$ cat src/rtl/xor_descrambler.sv
// Self-synchronizing x^7 + x^6 + 1 descrambler for a serial valid/ready bit stream.
// Drops the 7 flush bits, packs recovered bits LSB-first into WIDTH-bit words behind a one-word output register.
module xor_descrambler #(
  parameter int unsigned WIDTH = 8
) (
  input  logic             clk,
  input  logic             rst_n,
  input  logic             clear,
  input  logic             in_valid,
  output logic             in_ready,
  input  logic             in_bit,
  output logic             out_valid,
  input  logic             out_ready,
  output logic [WIDTH-1:0] out_data,
  output logic             locked
);

  localparam int unsigned CW = $clog2(WIDTH);
  localparam logic [CW-1:0] LAST = CW'(WIDTH - 1);

  typedef enum logic {
    FLUSH,
    LOCKED
  } state_t;

  state_t           state;
  logic [6:0]       sr;
  logic [2:0]       flush_cnt;
  logic [CW-1:0]    bit_cnt;
  logic [WIDTH-1:0] asm_word;
  logic [WIDTH-1:0] word;
  logic             d;
  logic             last_bit;
  logic             xfer;
  logic             word_done;

  assign d         = in_bit ^ sr[6] ^ sr[5];
  assign locked    = (state == LOCKED);
  assign last_bit  = (bit_cnt == LAST);
  // Only the word-completing bit waits on a full output register.
  assign in_ready  = !clear && !(locked && last_bit && out_valid && !out_ready);
  assign xfer      = in_valid && in_ready;
  assign word_done = xfer && locked && last_bit;

  always_comb begin
    word          = asm_word;
    word[bit_cnt] = d;
  end

  always_ff @(posedge clk or negedge rst_n) begin
    if (!rst_n) begin
      state     <= FLUSH;
      sr        <= '0;
      flush_cnt <= '0;
      bit_cnt   <= '0;
      asm_word  <= '0;
      out_valid <= 1'b0;
      out_data  <= '0;
    end else if (clear) begin
      state     <= FLUSH;
      sr        <= '0;
      flush_cnt <= '0;
      bit_cnt   <= '0;
      asm_word  <= '0;
      out_valid <= 1'b0;
    end else begin
      if (out_valid && out_ready) out_valid <= 1'b0;
      if (word_done) begin
        out_data  <= word;
        out_valid <= 1'b1;
      end
      if (xfer) begin
        sr <= {sr[5:0], in_bit};
        case (state)
          FLUSH: begin
            if (flush_cnt == 3'd6) begin
              state     <= LOCKED;
              flush_cnt <= '0;
            end else begin
              flush_cnt <= flush_cnt + 3'd1;
            end
          end
          LOCKED: begin
            asm_word[bit_cnt] <= d;
            bit_cnt           <= last_bit ? '0 : bit_cnt + 1'b1;
          end
          default: state <= FLUSH;
        endcase
      end
    end
  end

endmodule

$ cat config.mk
export PLATFORM = sky130hd
export DESIGN_NAME = xor_descrambler
export DESIGN_NICKNAME = d
export VERILOG_FILES = /design/src/rtl/xor_descrambler.sv
export SDC_FILE = /design/constraint.sdc
export NUM_CORES = 1
export LEC_CHECK = 0
export ABC_AREA = 1
export ABC_CLOCK_PERIOD_IN_PS = 2100
export CORE_MARGIN = 8
export CORE_UTILIZATION = 40
export CTS_CLUSTER_DIAMETER = 100
export CTS_CLUSTER_SIZE = 8
export DETAILED_ROUTE_END_ITERATION = 7
export PLACE_DENSITY = 0.62
export SETUP_SLACK_MARGIN = 0.15
export SYNTH_ARGS = -nofsm -noshare
export SYNTH_HDL_FRONTEND = slang
export SYNTH_SLANG_ARGS = --single-unit
$ cat constraint.sdc
create_clock -name clk -period 2.1 [get_ports clk]
set_input_delay 0.42 -clock clk [delete_from_list [all_inputs] [get_ports clk]]
set_output_delay 0.42 -clock clk [all_outputs]
set_load 0.005 [all_outputs]
# --- Yosys cells after proc, flatten, opt, wreduce, memory -nomap -nowiden ---
# Cells that the tools add are included.
op_classes:
  n_mux: 23
  bitwise_logic: 3
  reduce_logical: 18
  magnitude_cmp: 2
  n_addsub: 2
  n_eq_ne: 3
ops:
  columns: ["operator", "count"]
  rows:
  - ["3-bit 2-to-1 mux", 8]
  - ["8-bit 2-to-1 mux", 3]
  - ["7-bit 2-to-1 mux", 2]
  - ["1-bit logical AND", 9]
  - ["8-bit bitwise mux", 1]
  - ["1-bit 2-to-1 mux", 8]
  - ["3-bit by 1-bit adder with 3-bit output (second input constant)", 2]
  - ["3-bit == test (second input constant)", 2]
  - ["2-bit AND reduction", 3]
  - ["3-bit by 4-bit less-than comparator with 1-bit output (second input constant)", 1]
  - ["2-bit nonzero test", 2]
  - ["1-bit demux with 3-bit select", 1]
  - ["3-bit by 1-bit greater-or-equal comparator with 1-bit output (second input constant)", 1]
  - ["1-bit zero test", 3]
  - ["3-bit nonzero test", 1]
  - ["2-bit inequality test (second input constant)", 1]
  - ["1-bit bitwise XOR", 2]
  - ["1-bit NOT", 1]
word_totals:
  register_bits: 31
  inputBits: 6
  out_inout_bits: 11
  wordCells: 58

# --- Logic depth before layout (Yosys ltp) ---
logic_depth:
  ltp_word: 11
  ltp_mapped: 10
  depth_no_buf: 10

# --- Least setup slack after synthesis ---
# OpenSTA, ideal clock, no wires.
synth_timing:
  path_kind: "register to register"
  from: "register bit_cnt[1]"
  to: "register bit_cnt[1]"
  stages_incl_launch_ff: 10
  path_buffers: 1
  setup_time_ns: 0.117
  arrival_ns: 1.519
  path_slack_ns: 0.465
  synth_period_minus_slack_ns: 1.635
  t_required_ns: 1.983
  path_cell_list: "dfrtp_1 ha_1 ha_1 nand2_1 inv_2 nand2_1 nand4_2 buf_6 nand3_1 nand2_1"
synth_between:
  elab_chain_len: 9
  word_cells_on_any_way: 14
  cone_classes: "add/sub (1); eq/ne (1); mux (4); reduce/logical (8)"
synth_rtl:
  columns: ["item", "line_no", "text"]
  rows:
  - ["start, declared", "29", "logic [CW-1:0] bit_cnt;"]
  - ["start signal, assigned", "85", "bit_cnt <= last_bit ? '0 : bit_cnt + 1'b1;"]
  - ["branches (longest 9 deep; another with 3-bit by 1-bit adder with 3-bit output)", null, null]
# Parallel ways; which one is timed is not known. The select of a mux whose other input is x is not followed.
# A chain may end at the register's enable or synchronous reset.

# --- Worst setup path in the final report ---
layout_timing:
  from: "register bit_cnt[0]"
  to: "output in_ready"
layout_between:
  elab_chain_len: 6
layout_rtl:
  columns: ["item", "line_no", "text"]
  rows:
  - ["3-bit == test", "39", "assign last_bit = (bit_cnt == LAST);"]
  - ["1-bit logical AND (3 in series)", "41", "assign in_ready = !clear && !(locked && last_bit && out_valid && !out_ready);"]
  - ["1-bit zero test", "41", null]
  - ["1-bit logical AND", "41", null]
  - ["end, declared", "10", "output logic in_ready,"]
# No other way between the ends.

==> summary.txt <==
post-synth cell types: 19
drt total wl: 3440 microns
P_sw: 0.3137 mW
Critical path buffers and inverters: 2
number of max-cap violations: 0
Tmin final: 1852 ps
ANT cells: 0
met3 WL: 175 microns
total CTS buffers: 5
Critical Path AT: 1430 ps
synthesized instance count: 211
placed cell areas: 1846 sq um
Finished Cell Area: 1952 sq um
H-tree Lvls: 2
Leak: 1.018 nW
top-area cell type share of the netlist area: 0.4825
post-synth top area cell: dfrtp_1
Die X: 79.40 microns
I/O pins: 17
RSZ-0062 raised after global routing: false
clock tree from TritonCTS: yes
biggest cell delay along the critical path: 380 ps
largest net degree at the start of global routing: 32
GRT overflow: 0
initial antenna violation count: 0
layout cells sized above 1: 0.09705
DIE AREA: 6304 sq um
commonest non-fill, non-tap cells in the layout: nand2_1, dfrtp_1, nand3_1
syn avg cell area: 7.620 sq um
Setup CP Type: register to output port
final design utilization: 0.4951
DRC errors left: 0
Hold Worst Slack: 477.4 ps
startpoint types: register
router iterations before antenna repair: 4
run status: completed
Top Layer Used: met4
DR iter-0 viols: 92
Layout area overhead: 21.40%
critical path's top delay family: adder cells
# port buffers: 16
Hold Crit Class: register to register
die height: 79.40 microns
switching share of power: 0.2452
Rows: 23
number of global-route vias before repair: 1277
Final Cycle Share: 0.8820
post-synthesis sequential area ratio: 0.4825
Crit Path Max Fanout: 3
synth warn: 0
drt wl/cell: 11.99 microns
wire length on met2: 1480 microns
CP Capture Type: output port
Pint: 0.9654 mW
Rel. slew slack: 0.7297
Syn Nets: 219
core area: 3943 sq um
fin nets: 244
clock sinks: 31
Slew Limit Fails: 0
final setup vio count: 0
PwrDens: 655.3 nW/um^2
gr usage total: 0.1172
post-route ant nets: 0
Final Skew: 3.523 ps
Synth area leaders: dfrtp_1, nand2_1, nand3_1
root buf cell: clkbuf_8
Mapped Area: 1608 sq um
Clock power frac: 0.396
commonest non-fill, non-tap cell in the layout: nand2_1
detail-routed via count per cell: 4.794
GPL Wtd Cong: 0.7747
initial core utilization: 0.4078
logic gate share of total power: 0.114
Seq pwr share: 0.490
Clock Latency Late Sink: 280 ps
VDD IR max: 0.0003925 V
Clock Path Buffers: 2
flops & latches, synth: 31
Clk pin slew, worst setup/hold paths: 60 ps
fmax: 0.5399 GHz
hpwl dp: 2424 microns
Met1 Wirelength: 1733 microns
setup_tns: 0 ps
Vias: 1376
Least-Margin Pin Slew: 405.5 ps
final hold viol count: 0
Crit-path slowest cell: dfrtp_1
crit path cell chain: ha_1 > ha_2 > nand2_1 > inv_2 > a21oi_1 > buf_2
CP required: 1680 ps
first-pass GRT wire length: 5816 microns
==> metal layers <==
| layer | track usage | vias up |
|---|---|---|
| li1 | - | 725 |
| met5 | 0 | - |
| met1 | 0.1460 | 617 |
| met3 | 0.03941 | 6 |
| met2 | 0.1808 | 28 |
| met4 | 0.05000 | 0 |
==> cell usage after synthesis, drive strengths merged <==
| cell type | number |
|---|---|
| o31ai | 2 |
| inv | 28 |
| a21oi | 2 |
| buf | 5 |
| nor2 | 14 |
| nand4 | 2 |
| nand3 | 28 |
| nor3b | 1 |
| ha | 2 |
| o21ai | 4 |
| nand2 | 79 |
| dfrtp | 31 |
| o22ai | 7 |
| nor3 | 6 |
==> flip-flops by register name, indices dropped and copies added (netlist names) <==
name       count
sr             7
out_data       8
asm_word       8
flush_cnt      3
out_valid      1
bit_cnt        3
locked         1
==> worst min-delay path, delay by kind of cell, from the launching register on <==
| family | cells | cell delay, ps |
|---|---|---|
| simple gates | 2 | 100 |
| flops | 1 | 340 |
==> cells by family (layout without fill, tap and decap cells) <==
kind of cell / Yosys count / in the layout / share of synthesized area
and+or+nand+nor: 130 / 130 / 0.3580
buffers and inverters: 33 / 59 / 0.08871
DFF: 31 / 31 / 0.4825
AOI/OAI and AO/OA: 15 / 15 / 0.05525
adders and majority gates: 2 / 2 / 0.01556
==> power groups by stage <==
stage | sequential [mW] | clock (mW) | combinational, mW
global route | 0.629 | 0.556 | 0.166
global placement | 0.637 | 0 | 0.146
finish | 0.627 | 0.507 | 0.146
floorplan | 0.639 | 0 | 0.0870
detailed placement | 0.638 | 0 | 0.146
CTS | 0.626 | 0.530 | 0.146
==> through the flow <==
stage / setup WS [ps] / instances / power [mW]
floorplan: 464.6 / 211 / 0.7255
global placement: 77.95 / 279 / 0.7827
detailed placement: 77.18 / 279 / 0.7837
CTS: 200.2 / 287 / 1.302
global route: 176.8 / 287 / 1.351
finish: 247.8 / 287 / 1.279
==> repair_timing <==
action | 4_1_cts | 5_1_grt
buffers inserted | 0 | 0
gates cloned | 0 | 0
endpoints found under the setup margin | 1 | 6
gates resized for setup | 5 | 1
hold buffers | 0 | 0
==> area by class of cell <==
type	instances	area (sq um)
Tap cell	50	62.56
Sequential cell	31	775.7
Inverter	28	105.1
Fill cell	392	1991
Clock buffer	8	100.1
Multi-Input combinational cell	147	700.7
Timing Repair Buffer	23	207.7
==> final timing paths <==
check / start / end / slack, ps / depth (start not counted)
hold reg to reg: out_data[1]$_DFFE_PN0P_ / out_data[1]$_DFFE_PN0P_ / 480 / 2
hold / removal: out_data[1]$_DFFE_PN0P_ / out_data[1]$_DFFE_PN0P_ / 480 / 2
min in group asynchronous: rst_n / sr[5]$_DFFE_PN0P_ / 540 / 2
setup reg to reg: bit_cnt[0]$_DFFE_PN0P_ / flush_cnt[2]$_DFFE_PN0P_ / 310 / 10
setup / recovery: bit_cnt[0]$_DFFE_PN0P_ / in_ready / 250 / 6
max in group asynchronous: rst_n / asm_word[3]$_DFFE_PN0P_ / 1260 / 2
No activity file was read; power rests on OpenSTA's default activity.
